<file path="config.mk">
export PLATFORM = sky130hd
export DESIGN_NAME = lifo_fifo_buffer
export DESIGN_NICKNAME = d
export VERILOG_FILES = /design/src/rtl/lifo_fifo_buffer.sv
export SDC_FILE = /design/constraint.sdc
export NUM_CORES = 1
export LEC_CHECK = 0
export BUFFER_PORTS_ARGS = -buffer_cell sky130_fd_sc_hd__buf_2
export CAP_MARGIN = 5
export CORE_AREA = 2 2 114 116
export CTS_BUF_LIST = sky130_fd_sc_hd__clkbuf_8
export CTS_CLUSTER_SIZE = 24
export DETAILED_ROUTE_END_ITERATION = 8
export DIE_AREA = 0 0 116 118
export GPL_ROUTABILITY_DRIVEN = 0
export REMOVE_ABC_BUFFERS = 1
export SYNTH_ARGS = -nofsm -noshare
export SYNTH_HDL_FRONTEND = slang
export SYNTH_SLANG_ARGS = --single-unit
</file>
<file path="constraint.sdc">
create_clock -name clk -period 3 [get_ports clk]
set_input_delay 0 -clock clk [delete_from_list [all_inputs] [get_ports clk]]
set_output_delay 0 -clock clk [all_outputs]
set_load 0.02 [all_outputs]
</file>
<file path="src/rtl/lifo_fifo_buffer.sv">
`default_nettype none
// ============================================================================
//  Module   : lifo_fifo_buffer
//  Purpose  : DEPTH x WIDTH storage buffer, run-time selectable LIFO / FIFO,
//             with occupancy count, registered full/empty and sticky
//             overflow/underflow flags. Simultaneous push+pop serviced.
//  Revision : 1.0  initial release
// ============================================================================
module lifo_fifo_buffer #(
    parameter int WIDTH = 4,
    parameter int DEPTH = 8
) (
    input  logic                       clk,
    input  logic                       rstN,
    input  logic                       mode,
    input  logic                       push,
    input  logic                       pop,
    input  logic [WIDTH-1:0]           data_in,
    output logic [WIDTH-1:0]           data_out,
    output logic                       valid_out,
    output logic                       full,
    output logic                       empty,
    output logic [$clog2(DEPTH+1)-1:0] count,
    output logic                       overflow,
    output logic                       underflow
);

    localparam int CW = $clog2(DEPTH + 1);
    localparam int AW = $clog2(DEPTH);

    localparam logic [CW-1:0] c_CNT_ONE = CW'(1);
    localparam logic [CW-1:0] c_DEPTH   = CW'(DEPTH);
    localparam logic [AW-1:0] c_PTR_ONE = AW'(1);

    // Storage array; deliberately not reset.
    logic [WIDTH-1:0] mem_q [DEPTH];

    logic [CW-1:0]    count_q, count_d;
    logic [CW-1:0]    sp_q, sp_d;
    logic [AW-1:0]    wr_ptr_q, wr_ptr_d;
    logic [AW-1:0]    rd_ptr_q, rd_ptr_d;
    logic             mode_q, mode_d;
    logic [WIDTH-1:0] data_out_q, data_out_d;
    logic             valid_q, valid_d;
    logic             full_q, full_d;
    logic             empty_q, empty_d;
    logic             ovf_q, ovf_d;
    logic             unf_q, unf_d;

    logic             wr_en;
    logic [AW-1:0]    wr_addr;
    logic [CW-1:0]    sp_m1;
    logic [AW-1:0]    top_idx;
    logic             is_empty;
    logic             is_full;

    // Next-state decode of the request pair against the pre-edge state.
    always_comb begin
        count_d    = count_q;
        sp_d       = sp_q;
        wr_ptr_d   = wr_ptr_q;
        rd_ptr_d   = rd_ptr_q;
        mode_d     = mode_q;
        data_out_d = data_out_q;
        valid_d    = 1'b0;
        ovf_d      = ovf_q;
        unf_d      = unf_q;
        wr_en      = 1'b0;
        wr_addr    = '0;

        is_empty = (count_q == '0);
        is_full  = (count_q == c_DEPTH);
        sp_m1    = sp_q - c_CNT_ONE;
        top_idx  = sp_m1[AW-1:0];

        // Mode may only change while nothing is stored and nothing is about
        // to be stored; a bypass stores nothing, so it does not block it.
        if (is_empty && !(push && !pop)) begin
            mode_d = mode;
        end

        case ({push, pop})
            2'b10: begin
                if (is_full) begin
                    ovf_d = 1'b1;
                end else begin
                    wr_en   = 1'b1;
                    wr_addr = mode_q ? wr_ptr_q : sp_q[AW-1:0];
                    if (mode_q) wr_ptr_d = wr_ptr_q + c_PTR_ONE;
                    count_d = count_q + c_CNT_ONE;
                    sp_d    = sp_q + c_CNT_ONE;
                end
            end
            2'b01: begin
                if (is_empty) begin
                    unf_d = 1'b1;
                end else begin
                    data_out_d = mode_q ? mem_q[rd_ptr_q] : mem_q[top_idx];
                    valid_d    = 1'b1;
                    if (mode_q) rd_ptr_d = rd_ptr_q + c_PTR_ONE;
                    count_d = count_q - c_CNT_ONE;
                    sp_d    = sp_m1;
                end
            end
            2'b11: begin
                valid_d = 1'b1;
                if (is_empty) begin
                    data_out_d = data_in;
                end else begin
                    // Read old contents and overwrite/append in one edge;
                    // occupancy is unchanged.
                    data_out_d = mode_q ? mem_q[rd_ptr_q] : mem_q[top_idx];
                    wr_en      = 1'b1;
                    wr_addr    = mode_q ? wr_ptr_q : top_idx;
                    if (mode_q) begin
                        wr_ptr_d = wr_ptr_q + c_PTR_ONE;
                        rd_ptr_d = rd_ptr_q + c_PTR_ONE;
                    end
                end
            end
            default: ;
        endcase

        full_d  = (count_d == c_DEPTH);
        empty_d = (count_d == '0);
    end

    // Control and output registers with synchronous active-low reset.
    always_ff @(posedge clk) begin
        if (!rstN) begin
            count_q    <= '0;
            sp_q       <= '0;
            wr_ptr_q   <= '0;
            rd_ptr_q   <= '0;
            mode_q     <= 1'b0;
            data_out_q <= '0;
            valid_q    <= 1'b0;
            full_q     <= 1'b0;
            empty_q    <= 1'b1;
            ovf_q      <= 1'b0;
            unf_q      <= 1'b0;
        end else begin
            count_q    <= count_d;
            sp_q       <= sp_d;
            wr_ptr_q   <= wr_ptr_d;
            rd_ptr_q   <= rd_ptr_d;
            mode_q     <= mode_d;
            data_out_q <= data_out_d;
            valid_q    <= valid_d;
            full_q     <= full_d;
            empty_q    <= empty_d;
            ovf_q      <= ovf_d;
            unf_q      <= unf_d;
        end
    end

    // Array write port; gated by reset so a request during reset is dropped.
    always_ff @(posedge clk) begin
        if (rstN && wr_en) begin
            mem_q[wr_addr] <= data_in;
        end
    end

    assign data_out  = data_out_q;
    assign valid_out = valid_q;
    assign full      = full_q;
    assign empty     = empty_q;
    assign count     = count_q;
    assign overflow  = ovf_q;
    assign underflow = unf_q;

endmodule
`default_nettype wire

</file>
==> results.json <==
{
  "antenna_cells": 0,
  "r2r_slack_ns": 0.33,
  "netlist_instances": 261,
  "antenna_found_initial": 0,
  "hpwl_um": 5110,
  "grt_pass1_vias": 2176,
  "syn_area_um2": 3070,
  "clock-sinks": 58,
  "crit_required_ns": 3.00,
  "place_ws_ns": 0.359,
  "peakVddDrop_uv": 170,
  "io-pin-count": 22,
  "dieArea_um2": 13700,
  "critPathTopFamily": "simple AND/OR/NAND/NOR gates",
  "total_power_w": 0.00179,
  "switching_share_pct": 28.1,
  "postRouteAntennaNets": 0,
  "path_cells": "inv_1, ha_1, or3b_1, nand3_1, o311ai_1, nand2b_1, nor2_1",
  "clkLatencyLatePin_ns": 0.34,
  "core_area_um2": 12400,
  "critPathMaxFanout": 9,
  "synthTopCellsByArea": "edfxtp_1 (31%), dfxtp_1 (17%), mux4_2 (10%)",
  "grt_pass1_wl_um": 11300,
  "avgSynthCellArea_um2": 11.7,
  "mostFrequentLayoutCells": "edfxtp_1 (32), dfxtp_1 (26), nor2_1 (23), buf_2 (21), nand2_1 (16)",
  "htree_levels": 3,
  "yosysSeqAreaShare_pct": 48.3,
  "fin_crit_sh_pct": 89.0,
  "cp_slowest_stage_delay_ns": 0.55,
  "p_leak_nw": 1.22,
  "timing.setup.tns_ns": 0,
  "pwr-share-comb_pct": 17.6,
  "tightest_slew_ns": 0.827,
  "slew_viol_final": 0,
  "pwr-share-seq_pct": 49.5,
  "finalSetupViolCount": 0,
  "hp-class": "primary input to flop",
  "fp.dieH_um": 118,
  "cp.arrival_ns": 2.67,
  "crit_start": "count[0]",
  "synth_warnings": 0,
  "track_usage_pct": 10.8,
  "viasPerCell": 4.75,
  "end_kind": "flop",
  "grt_overflow": 0,
  "final.setup_skew_ns": 0.00876,
  "finalWorstSetupSlack_ns": 0.330,
  "r2r_start": "count[0]",
  "p_clk_share_pct": 32.9,
  "path_depth": 7,
  "finalCriticalPeriod_ns": 2.67,
  "status": "finished clean",
  "r2r_end": "mem_q[6][1]",
  "first_pass_iters": 4,
  "p_sw_w": 0.000503,
  "vias": 2215,
  "die_width_um": 116,
  "yosys.area.top_type": "edfxtp_1",
  "synth-async-reset-ratio_pct": 0,
  "cts_inserted_buffers": 9,
  "drt-total-wl_um": 7000,
  "synth_top_cell_area_share_pct": 31.3,
  "hold_viol_final": 0,
  "relSlewSlack_pct": 44.0,
  "maxCapViolCount": 0,
  "whs_ns": 0.0266,
  "intPower_w": 0.00128,
  "synth.distinct_cells": 58,
  "clockBufferDepth": 2,
  "rsz0062_at_grt": "false",
  "synth-edff-count": 32,
  "endpoint": "mem_q[6][1]",
  "rr_worst_depth": 7,
  "layout-drive-gt1-share_pct": 24.5,
  "port_buffers": 21,
  "finalNetCount": 307,
  "final_common_cell": "edfxtp_1",
  "synth_flop_cell": "edfxtp_1",
  "cts_tree": "built",
  "synth-seq-cells": 58,
  "root_buffer": "clkbuf_8",
  "start_util_pct": 24.7,
  "wl_per_cell_um": 15.0,
  "crit_buf_inv": 1,
  "path_clk_slew_ns": 0.07,
  "grt_start_max_net_pins": 21,
  "remaining_drc_errors": 0,
  "cpMaxStageDelayCell": "or3b_1",
  "syn_to_final_growth_pct": 16.2,
  "fp-row-count": 41,
  "max_freq_ghz": 0.375,
  "drt_iter0_drc": 245,
  "cp-start-kind": "flop",
  "p_per_area_nw_per_um2": 502,
  "critPathKind": "flop to flop"
}
worst min path at each step:
stage	slack, ns	depth (start not counted)	startpoint	end
floorplan	0.09	1	rstN	empty
global placement	0.28	3	mode	mode_q
detailed placement	0.27	3	mode	mode_q
CTS	0.02	1	data_in[3]	mem_q[5][3]
global route	0.02	1	data_in[3]	mem_q[5][3]
finish	0.03	1	data_in[3]	mem_q[5][3]
cell usage after synthesis (3+ instances only):
| cell type | number |
|---|---|
| inv_1 | 12 |
| nand3_1 | 12 |
| nand3b_1 | 3 |
| xor2_1 | 4 |
| nor3_1 | 4 |
| dfxtp_1 | 26 |
| buf_2 | 3 |
| ha_1 | 9 |
| clkbuf_1 | 9 |
| nand2_1 | 16 |
| o21ai_0 | 5 |
| edfxtp_1 | 32 |
| a21oi_1 | 12 |
| xnor2_1 | 5 |
| buf_6 | 4 |
| nand2b_1 | 3 |
| mux4_2 | 14 |
| o22ai_1 | 7 |
| nor3b_1 | 3 |
| a211oi_1 | 4 |
| nor2_1 | 23 |
| mux2i_1 | 8 |
state kept, by name (all words and copies together), names as in the netlist, named ones only:
register   flops
overflow       1
mem_q         32
underflow      1
sp_q           3
rd_ptr_q       3
wr_ptr_q       3
empty          1
count          4
mode_q         1
data_out       4
valid_out      1
full           1
power by group through the flow:
stage	clock, W	combinational [W]	sequential (W)
after detailed placement	0	0.000310	0.000902
after floorplan	0	0.000200	0.000918
after global placement	0	0.000306	0.000901
final	0.000588	0.000314	0.000884
after global routing	0.000647	0.000346	0.000888
after CTS	0.000610	0.000316	0.000884
worst reg2reg max path, cell delays in order (launching register included):
cell,delay (ns)
dfxtp_1,0.38
inv_1,0.11
ha_1,0.31
or3b_1,0.55
nand3_1,0.15
o311ai_1,0.26
nand2b_1,0.26
nor2_1,0.31
kinds of logic (layout without fill, tap and decap cells):
kind of cell	after synthesis	after routing	synth area share (%)
simple gates	77	77	13.3
fa+ha+maj	9	9	3.67
flops	58	58	48.3
mux	24	24	13.6
compound gates	54	54	13.8
xor+xnor	9	9	2.57
buf+inv	30	63	4.77
timing repair:
action	CTS	global route
gates resized for setup	0	0
hold buffers	5	0
setup buffers	0	0
hold endpoints to repair	22	0
layout make-up:
class | count | area [um^2]
multi-input cells | 173 | 1440
repair buffers | 34 | 215
fillers | 1309 | 8850
well taps | 172 | 215
clock inverters | 7 | 38.8
inverters | 13 | 48.8
flip-flops and latches | 58 | 1480
clock buffers | 9 | 124
metal layers:
| metal | vias up | global-route usage, % | wire (um) |
|---|---|---|---|
| li1 | 1049 | - | - |
| met1 | 1096 | 13.7 | 3100 |
| met2 | 60 | 16.6 | 3390 |
| met3 | 10 | 3.35 | 382 |
| met4 | 0 | 4.99 | 129 |
| met5 | - | 0 | 0 |
stage by stage:
stage | cells | instance area (um^2) | util [%]
floorplan | 244 | 2970 | -
global placement | 445 | 3350 | 27.0
detailed placement | 445 | 3350 | 27.0
CTS | 466 | 3560 | 28.7
global route | 466 | 3560 | 28.7
finish | 466 | 3560 | 28.7
No activity file was read; power rests on OpenSTA's default activity.
